$ cat src/rtl/input_conditioner.sv
// Two-flop synchroniser plus per-bit debounce for the 8 switches and 4 buttons,
// with one-cycle press/release/changed pulses aligned to the stable update.
module input_conditioner #(
  parameter int DEBOUNCE_LIMIT = 1000000,
  parameter int CNT_W          = 20
) (
  input  logic        system1000,
  input  logic        system1000_rstn,
  input  logic [7:0]  Sw,
  input  logic [3:0]  Btn,
  output logic [11:0] ds,
  output logic [3:0]  btn_press,
  output logic [3:0]  btn_release,
  output logic        sw_changed
);

  localparam logic [CNT_W-1:0] CNT_MAX = CNT_W'(DEBOUNCE_LIMIT - 1);

  logic [11:0]            raw;
  logic [11:0]            s1;
  logic [11:0]            s2;
  logic [11:0]            stable;
  logic [11:0]            update;
  logic [11:0][CNT_W-1:0] cnt;

  assign raw = {Sw, Btn};
  assign ds  = stable;

  // A bit updates only after its synchronised level has disagreed for the full limit.
  always_comb begin
    update = '0;
    for (int i = 0; i < 12; i++) begin
      update[i] = (s2[i] != stable[i]) && (cnt[i] == CNT_MAX);
    end
  end

  always_ff @(posedge system1000) begin
    if (!system1000_rstn) begin
      s1          <= '0;
      s2          <= '0;
      stable      <= '0;
      cnt         <= '0;
      btn_press   <= '0;
      btn_release <= '0;
      sw_changed  <= 1'b0;
    end else begin
      s1 <= raw;
      s2 <= s1;
      for (int i = 0; i < 12; i++) begin
        if (s2[i] == stable[i]) begin
          cnt[i] <= '0;
        end else if (update[i]) begin
          stable[i] <= s2[i];
          cnt[i]    <= '0;
        end else begin
          cnt[i] <= cnt[i] + 1'b1;
        end
      end
      // Pulses register alongside stable so they coincide with the new level on ds.
      btn_press   <= update[3:0] & s2[3:0];
      btn_release <= update[3:0] & ~s2[3:0];
      sw_changed  <= |update[11:4];
    end
  end

endmodule

$ cat config.mk
export PLATFORM = sky130hd
export DESIGN_NAME = input_conditioner
export DESIGN_NICKNAME = d
export VERILOG_FILES = /design/src/rtl/input_conditioner.sv
export SDC_FILE = /design/constraint.sdc
export NUM_CORES = 1
export LEC_CHECK = 0
export ABC_CLOCK_PERIOD_IN_PS = 4100
export CORE_ASPECT_RATIO = 1.1
export CORE_MARGIN = 2
export CORE_UTILIZATION = 66
export DETAILED_ROUTE_END_ITERATION = 16
export PLACE_DENSITY = 0.85
export SLEW_MARGIN = 20
export SYNTH_ARGS = -nofsm -noshare
export SYNTH_HDL_FRONTEND = slang
export SYNTH_SLANG_ARGS = --single-unit
$ cat constraint.sdc
create_clock -name system1000 -period 4.1 [get_ports system1000]
set_clock_uncertainty 0.2 [all_clocks]
set_input_delay 1.025 -clock system1000 [delete_from_list [all_inputs] [get_ports system1000]]
set_output_delay 1.025 -clock system1000 [all_outputs]
set_load 0.02 [all_outputs]
* After elaboration in Yosys (flattened, before gate mapping) *
Cells that the tools add are included.

operators by class
  add/subtract/negate cells = 12
  equality and inequality tests = 36
  bitwise logic cells = 16
  reduce and logical (&&, ||, !) cells = 37

operators by type and width
  kind                                            count
  adder 20 x 1 -> 20 bit (second input constant)  12
  equality test 20 bit (second input constant)    12
  OR reduction 3 bit                              12
  AND reduction 2 bit                             12
  inverter 1 bit                                  13
  equality test 1 bit                             12
  logical AND 1 bit                               12
  != test 1 bit                                   12
  AND 4 bit                                       2
  OR reduction 8 bit                              1
  inverter 4 bit                                  1

word-level totals
  register bits = 285
  input bits = 14
  output and inout port bits = 21
  word-level logic and storage cells = 130

* Logic depth before layout (Yosys ltp) *
Gate-level depths: netlist (run 1).

  depth in word-level cells = 3
  mapped depth = 7
  mapped depth without buffers = 6

* Worst setup path after synthesis (run 1) *
No wires, ideal clock.

  path kind = input to register
  start point = in system1000_rstn
  end point = reg cnt[157] (netlist name)
  arrival time = 1,876 ps
  setup slack = 1,962 ps
  stages = 4
  path buffers = 1
  cell sequence = clkinv_1 -> or3_4 -> buf_12 -> nor2_2

on the way
  word-level cells in the longest chain between the ends = 2

RTL lines
  what                            RTL line  RTL
  start: declaration              8         input logic system1000_rstn,
  inverter 1 bit (no line)        -
  OR reduction 3 bit (no line)    -
  end signal: indexed assignment  56        cnt[i] <= cnt[i] + 1'b1;
  end: declaration                24        logic [11:0][CNT_W-1:0] cnt;

Every way passes these cells.
A chain may end at the register's enable or synchronous reset.

* Final worst setup path (run 1) *
  start point = in system1000_rstn
  end point = reg cnt[183] (netlist name)

Same word-level chain as after synthesis.

==> metrics.yaml, run 1 <==
synthesis:
  synth_cell_type_count: 40
  synthMuxAreaShare_pct: 1.014
  yosysTopAreaCellShare_pct: 48.15
  yosys_warnings: 0
  synth_area_sq_mm: 0.01185
  yosysMostFrequentCell: "nor2_1"
  synth-seq-cells: 285
  postSynthAreaPerCell_sq_um: 9.017
  yosysTopAreaCell: "dfxtp_1"
  ys_top_cells_by_area: "dfxtp_1 48%, xor2_1 9.2%, nor2_1 9.2%"
  ys_seq_area_share_pct: 48.15
  synthAdderAreaFrac_pct: 1.267
  synthTopCellsByCount: "289 x nor2_1, 285 x dfxtp_1, 124 x xor2_1, 103 x nand3_1, 103 x xnor2_1"
  synth_async_sr_flop_share_pct: 0
  synthFlopType: "dfxtp_1"
  synth_xor_xnor_area_share_pct: 16.78
  synth-edff-count: 0
  syn_inst: 1314
  synth_top_family_by_area: "simple AND/OR/NAND/NOR gates"
  synth_nets: 1340
  synthSimpleGateAreaFrac_pct: 30.27
  synth_compound_area_share_pct: 0.1267
timing:
  rsz0062_at_grt: "false"
  setup_violations: 0
  fin_crit_sh_pct: 68.60
  hold_violations: 0
  worst_slew_pin_slew_ns: 0.8967
  whs_ns: 0.2309
  finalMaxSlewViolations: 0
  tns_ns: 0
  fmax_mhz: 355.5
  fin_crit_ns: 2.813
  max_slew_margin_pct: 39.67
setup_path:
  cp.required_ns: 4.35
  critPathCaptureType: "register"
  rr_worst_depth: 5
  cp_max_fo: 39
  crit_start: "system1000_rstn"
  slowest_delay_ns: 0.46
  cp-start-kind: "input port"
  cp.depth: 6
  path_delay_family: "buffers and inverters"
  r2r_setup_slack_ns: 1.49
  r2r_end: "cnt[213]"
  path_cells: "clkdlybuf4s50_1, buf_4, clkinv_1, nor2_1, nand2_1, nor2_1"
  path_class: "in2reg"
  crit_path_end: "cnt[183]"
  cp.arrival_ns: 3.06
  crit_slowest_cell: "clkdlybuf4s50_1"
  critical_path_buf_inv_count: 3
  reg2reg_from: "ds[10]"
  path_common_cell: "nor2_1"
layout:
  design_area_sq_mm: 0.01351
  drive_gt1_share_pct: 5.977
  area_growth_pct: 13.98
  diodes: 0
  n_fill_cell: 1229
  final_nets: 1376
  finish.utilization_pct: 76.41
grt:
  overflow: 0
  grt_max_degree: 40
  antenna_found_initial: 0
  grt_pass1_vias: 8489
  track_usage_pct: 23.10
  grt_pass1_wl_mm: 37.37
detailed_routing:
  firstDrtPassIters: 5
  wl_mm: 22.20
  ant_nets: 0
  drcViolationCount: 0
  vias: 8772
  viasPerCell: 5.448
  drtIter0Drc: 448
  post_drt_wl_per_cell_microns: 13.79
clock_network:
  cts-buffers-inserted: 29
  postCtsSetupBuffers: 0
  tritoncts: "done"
  cts-root-buf: "clkbuf_16"
  clk_path_buf_depth: 3
  cts_resized: 0
  h-tree-depth: 1
  clock_latency_ns: 0.53
  clock_sinks: 285
  clkSlewWorstSetupHoldPaths_ns: 0.06
  postCtsHoldBufs: 0
floorplan:
  coreArea_sq_mm: 0.01768
  pin_count: 35
  rows: 51
  die_area_sq_mm: 0.01904
  die_x_microns: 131.8
  initial_core_util_pct: 67.03
  fp.dieH_microns: 144.5
power_and_ir_drop:
  p_per_area_mw_per_mm2: 447.6
  power.leakage_nw: 4.436
  ir_drop_mv: 0.3609
  p_clk_share_pct: 52.8
  switching_power_mw: 1.119
  p_sw_share_pct: 18.50
  pwr-share-seq_pct: 46.2
  p_total_mw: 6.045
  cellInternalPower_mw: 4.926
  comb_power_share_pct: 1.0
placement:
  io_buffers: 34
  dp_hpwl_mm: 13.86
  placed_area_sq_mm: 0.01232
  gp_congestion: 0.8269
job:
  maxCapViolations: 0
run_status:
  status: "finished, final reports clean"
worst_hold_path:
  hold_class: "reg2reg"
==> worst min path at each step <==
stage                      from     to  slack, ns  cells past startpoint
after global placement    s1[6]  s2[6]       0.21                      1
after floorplan           s1[0]  s2[0]       0.21                      1
final                     s1[0]  s2[0]       0.23                      1
after detailed placement  s1[0]  s2[0]       0.22                      1
after global routing      s1[1]  s2[1]       0.25                      1
after CTS                 s1[0]  s2[0]       0.23                      1
==> state kept, by name, summed over array words and instances, names as in the netlist <==
| signal | cells |
|---|---|
| btn_press | 4 |
| btn_release | 4 |
| cnt | 240 |
| ds | 12 |
| s1 | 12 |
| s2 | 12 |
| sw_changed | 1 |
==> placed cells by master (no fill, tap or decap), drive strengths merged, types with 32 or more instances in the layout <==
master and count:
clkbuf 36, nand3 103, dfxtp 285, clkdlybuf4s50 34, xnor2 103, nor3 32
nand2 69, nand4 52, xor2 124, nor2 309
==> cell families after synthesis <==
family                     Yosys count
adders and majority gates           12
and+or+nand+nor                    716
buffers and inverters               59
muxes                               12
xor gates and xnor gates           227
AOI/OAI and AO/OA                    3
DFF                                285
==> layer usage <==
layer	global-route usage, %	vias to the layer above	wire length [microns]	part of all wire [%]
met1	26.90	4126	9797	44
met2	43.92	146	11210	50
met3	3.365	45	688	3.1
met5	0	-	0	0
li1	-	4455	-	-
met4	7.265	0	503	2.3
==> metrics by stage <==
stage / setup slack, ns / std cells
3_3_place_gp: 0.8936 / 1557
2_1_floorplan: 1.962 / 1314
3_5_place_dp: 0.7492 / 1557
4_1_cts: 1.257 / 1610
6_report: 1.287 / 1610
5_1_grt: 1.130 / 1610
==> power by group through the flow <==
stage	logic [mW]	registers, mW	clock network, mW
final	0.0617	2.79	3.19
after global routing	0.0679	2.79	3.37
after CTS	0.0618	2.79	3.24
after detailed placement	0.0610	2.85	0
after global placement	0.0595	2.85	0
after floorplan	0.0418	2.85	0
==> layout make-up <==
cell class	instances	area, sq um	area share [%]
multi-input combinational	970	5861	43.39
sequential	285	5705	42.25
clock buffer	36	792.0	5.864
clock inverter	17	389.1	2.881
timing repair buffer	36	355.3	2.631
tap	238	297.8	2.205
inverter	28	105.1	0.7782
(Power assumes the default switching activity.)
==> run 2, diff against run 1 <==
--- a/config.mk
+++ b/config.mk
@@ -5,12 +5,12 @@
 export SDC_FILE = /design/constraint.sdc
 export NUM_CORES = 1
 export LEC_CHECK = 0
-export ABC_CLOCK_PERIOD_IN_PS = 4100
+export ABC_CLOCK_PERIOD_IN_PS = 2670
 export CORE_ASPECT_RATIO = 1.1
 export CORE_MARGIN = 2
-export CORE_UTILIZATION = 66
+export CORE_UTILIZATION = 61
 export DETAILED_ROUTE_END_ITERATION = 16
-export PLACE_DENSITY = 0.85
+export PLACE_DENSITY = 0.79
 export SLEW_MARGIN = 20
 export SYNTH_ARGS = -nofsm -noshare
 export SYNTH_HDL_FRONTEND = slang
==> constraint.sdc (replaced) <==
create_clock -name system1000 -period 2.67 [get_ports system1000]
set_clock_uncertainty 0.2 [all_clocks]
set_input_delay 0.6675 -clock system1000 [delete_from_list [all_inputs] [get_ports system1000]]
set_output_delay 0.6675 -clock system1000 [all_outputs]
set_load 0.02 [all_outputs]
==> metrics.yaml, run 2 (synthesis gave the netlist of run 1 again) <==
setup_path:
  path_class: "reg2out"
  path_delay_family: "buffers and inverters"
  cp.required_ns: 1.80  # -2.55 ns
  cp_max_fo: 3  # -92%
  slowest_delay_ns: 0.64  # +0.18 ns
  crit_slowest_cell: "clkdlybuf4s50_1"
  cp.depth: 1  # -5
  critPathCaptureType: "primary output"
  cp-start-kind: "register"
  critical_path_buf_inv_count: 1  # -2
  cp.arrival_ns: 1.58  # -1.48 ns
  rr_worst_depth: 7  # +2
  path_cells: "clkdlybuf4s50_1"
layout:
  area_growth_pct: 14.27
  design_area_sq_mm: 0.01354  # +0.25%
  drive_gt1_share_pct: 7.317  # +1.3 points
  mostFrequentLayoutCell: "nor2_1"
  final_cell_mix: "289 x nor2_1, 285 x dfxtp_1, 124 x xor2_1"
  largest_reg_flops: 240  # unchanged
  diodes: 0  # unchanged
  regMostFlops: "cnt"
  final_nets: 1396  # +1.5%
  n_fill_cell: 1473  # +20%
clock_network:
  cts-buffers-inserted: 30  # +3.4%
  clkSlewWorstSetupHoldPaths_ns: 0.06  # about the same
  cts_resized: 0  # unchanged
  postCtsSetupBuffers: 0  # unchanged
  postCtsHoldBufs: 0  # unchanged
  clk_path_buf_depth: 3  # unchanged
  tritoncts: "done"
  cts-root-buf: "clkbuf_16"
  h-tree-depth: 1  # unchanged
  clock_latency_ns: 0.54  # about the same
  clock_sinks: 285  # unchanged
floorplan:
  die_area_sq_mm: 0.02056  # +8.0%
  rows: 53  # +3.9%
  initial_core_util_pct: 62.04  # -5.0 points
  fp.dieH_microns: 150.2  # +3.9%
  die_x_microns: 136.9  # +3.9%
  pin_count: 35  # unchanged
  coreArea_sq_mm: 0.01910  # +8.0%
grt:
  grt_max_degree: 39  # -2.5%
  grt_use_met3_pct: 3.704  # +0.34 points
  busiest_layer: "met2"
  track_usage_pct: 20.90  # -2.2 points
  grt_pass1_wl_mm: 36.45  # -2.5%
  grt_pass1_vias: 8321  # -2.0%
  antenna_found_initial: 0  # unchanged
  grtUsageMet2_pct: 36.78  # -7.1 points
  overflow: 0  # unchanged
  use_met1_pct: 25.78  # -1.1 points
timing:
  rsz0062_at_grt: "false"
  setup_violations: 0  # unchanged
  fin_crit_sh_pct: 91.82
  fin_crit_ns: 2.451
  hold_violations: 0  # unchanged
  finalMaxSlewViolations: 0  # unchanged
  fmax_mhz: 407.9
  worst_slew_pin_slew_ns: 0.7363  # -0.1604 ns
  tns_ns: 0  # unchanged
  max_slew_margin_pct: 50.54  # +11 points
worst_hold_path:
  hold_class: "reg2reg"
  hold_depth: 1  # unchanged
detailed_routing:
  post_drt_wl_per_cell_microns: 12.97  # -5.9%
  drcViolationCount: 0  # unchanged
  viasPerCell: 5.320  # -2.4%
  drtIter0Drc: 348  # -22%
  firstDrtPassIters: 5  # unchanged
  ant_nets: 0  # unchanged
  vias: 8730  # -0.48%
  wl_mm: 21.29  # -4.1%
placement:
  gp_congestion: 0.8180  # -1.1%
  dp_hpwl_mm: 13.82  # -0.27%
  placed_area_sq_mm: 0.01248  # +1.2%
  io_buffers: 34  # unchanged
job:
  maxCapViolations: 0  # unchanged
power_and_ir_drop:
  power.leakage_nw: 4.467  # +0.71%
  ir_drop_mv: 0.5489  # +52%
  p_per_area_mw_per_mm2: 644.2  # +44%
run_status:
  status: "finished, final reports clean"
==> run 2: cell count changes in the layout (fill, tap and decap cells not counted), sizes merged <==
cell and change:
buf +19, clkinvlp +2, inv -1, clkinv +3, bufinv -8, clkbuf +7
==> run 2: worst paths after layout <==
kind,from,end,slack (ns)
setup / recovery,ds[4],ds[4],0.22
hold / removal,s1[1],s2[1],0.23
hold reg to reg,s1[1],s2[1],0.23
setup reg to reg,cnt[100],cnt[110],0.40
==> run 2: final cells by class <==
type / count / area [sq um] / area share (%)
multi-input cells: 970 / 5861 / 43.29
flip-flops and latches: 285 / 5705 / 42.14
clock buffers: 43 / 890.9 / 6.580
repair buffers: 55 / 498.0 / 3.678
well taps: 247 / 309.0 / 2.283
clock inverters: 13 / 170.2 / 1.257
inverters: 28 / 105.1 / 0.7763
==> run 2: layer usage <==
metal	routed length, microns	share of wire [%]
met5	0	0
met4	427	2.0
met3	851	4.0
met2	10380	49
met1	9633	45
==> run 2: metrics by stage <==
stage	hold WS (ns)	total power, mW	util [%]	setup WS [ns]	cells
final	0.2306	8.722	70.89	0.2185	1641
after CTS	0.2311	8.819	70.89	0.2006	1641
after detailed placement	0.2169	4.485	65.34	0.3126	1585
after global routing	0.2445	9.018	70.89	0.1787	1641
after global placement	0.2129	4.483	65.34	0.3471	1585
after floorplan	0.2119	4.443	-	0.6605	1314
==> run 2: where the power goes <==
group          switching (mW)  internal (mW)
registers              0.0129           4.28
clock network            1.64           2.69
logic                  0.0608         0.0425
total                    1.71           7.01
==> run 3, diff against run 2 <==
--- a/config.mk
+++ b/config.mk
@@ -11,6 +11,7 @@
 export CORE_UTILIZATION = 61
 export DETAILED_ROUTE_END_ITERATION = 16
 export PLACE_DENSITY = 0.79
+export SKIP_LAST_GASP = 1
 export SLEW_MARGIN = 20
 export SYNTH_ARGS = -nofsm -noshare
 export SYNTH_HDL_FRONTEND = slang
==> results of run 3 <==
Final layout, timing and power as in run 2 (identical DEF).
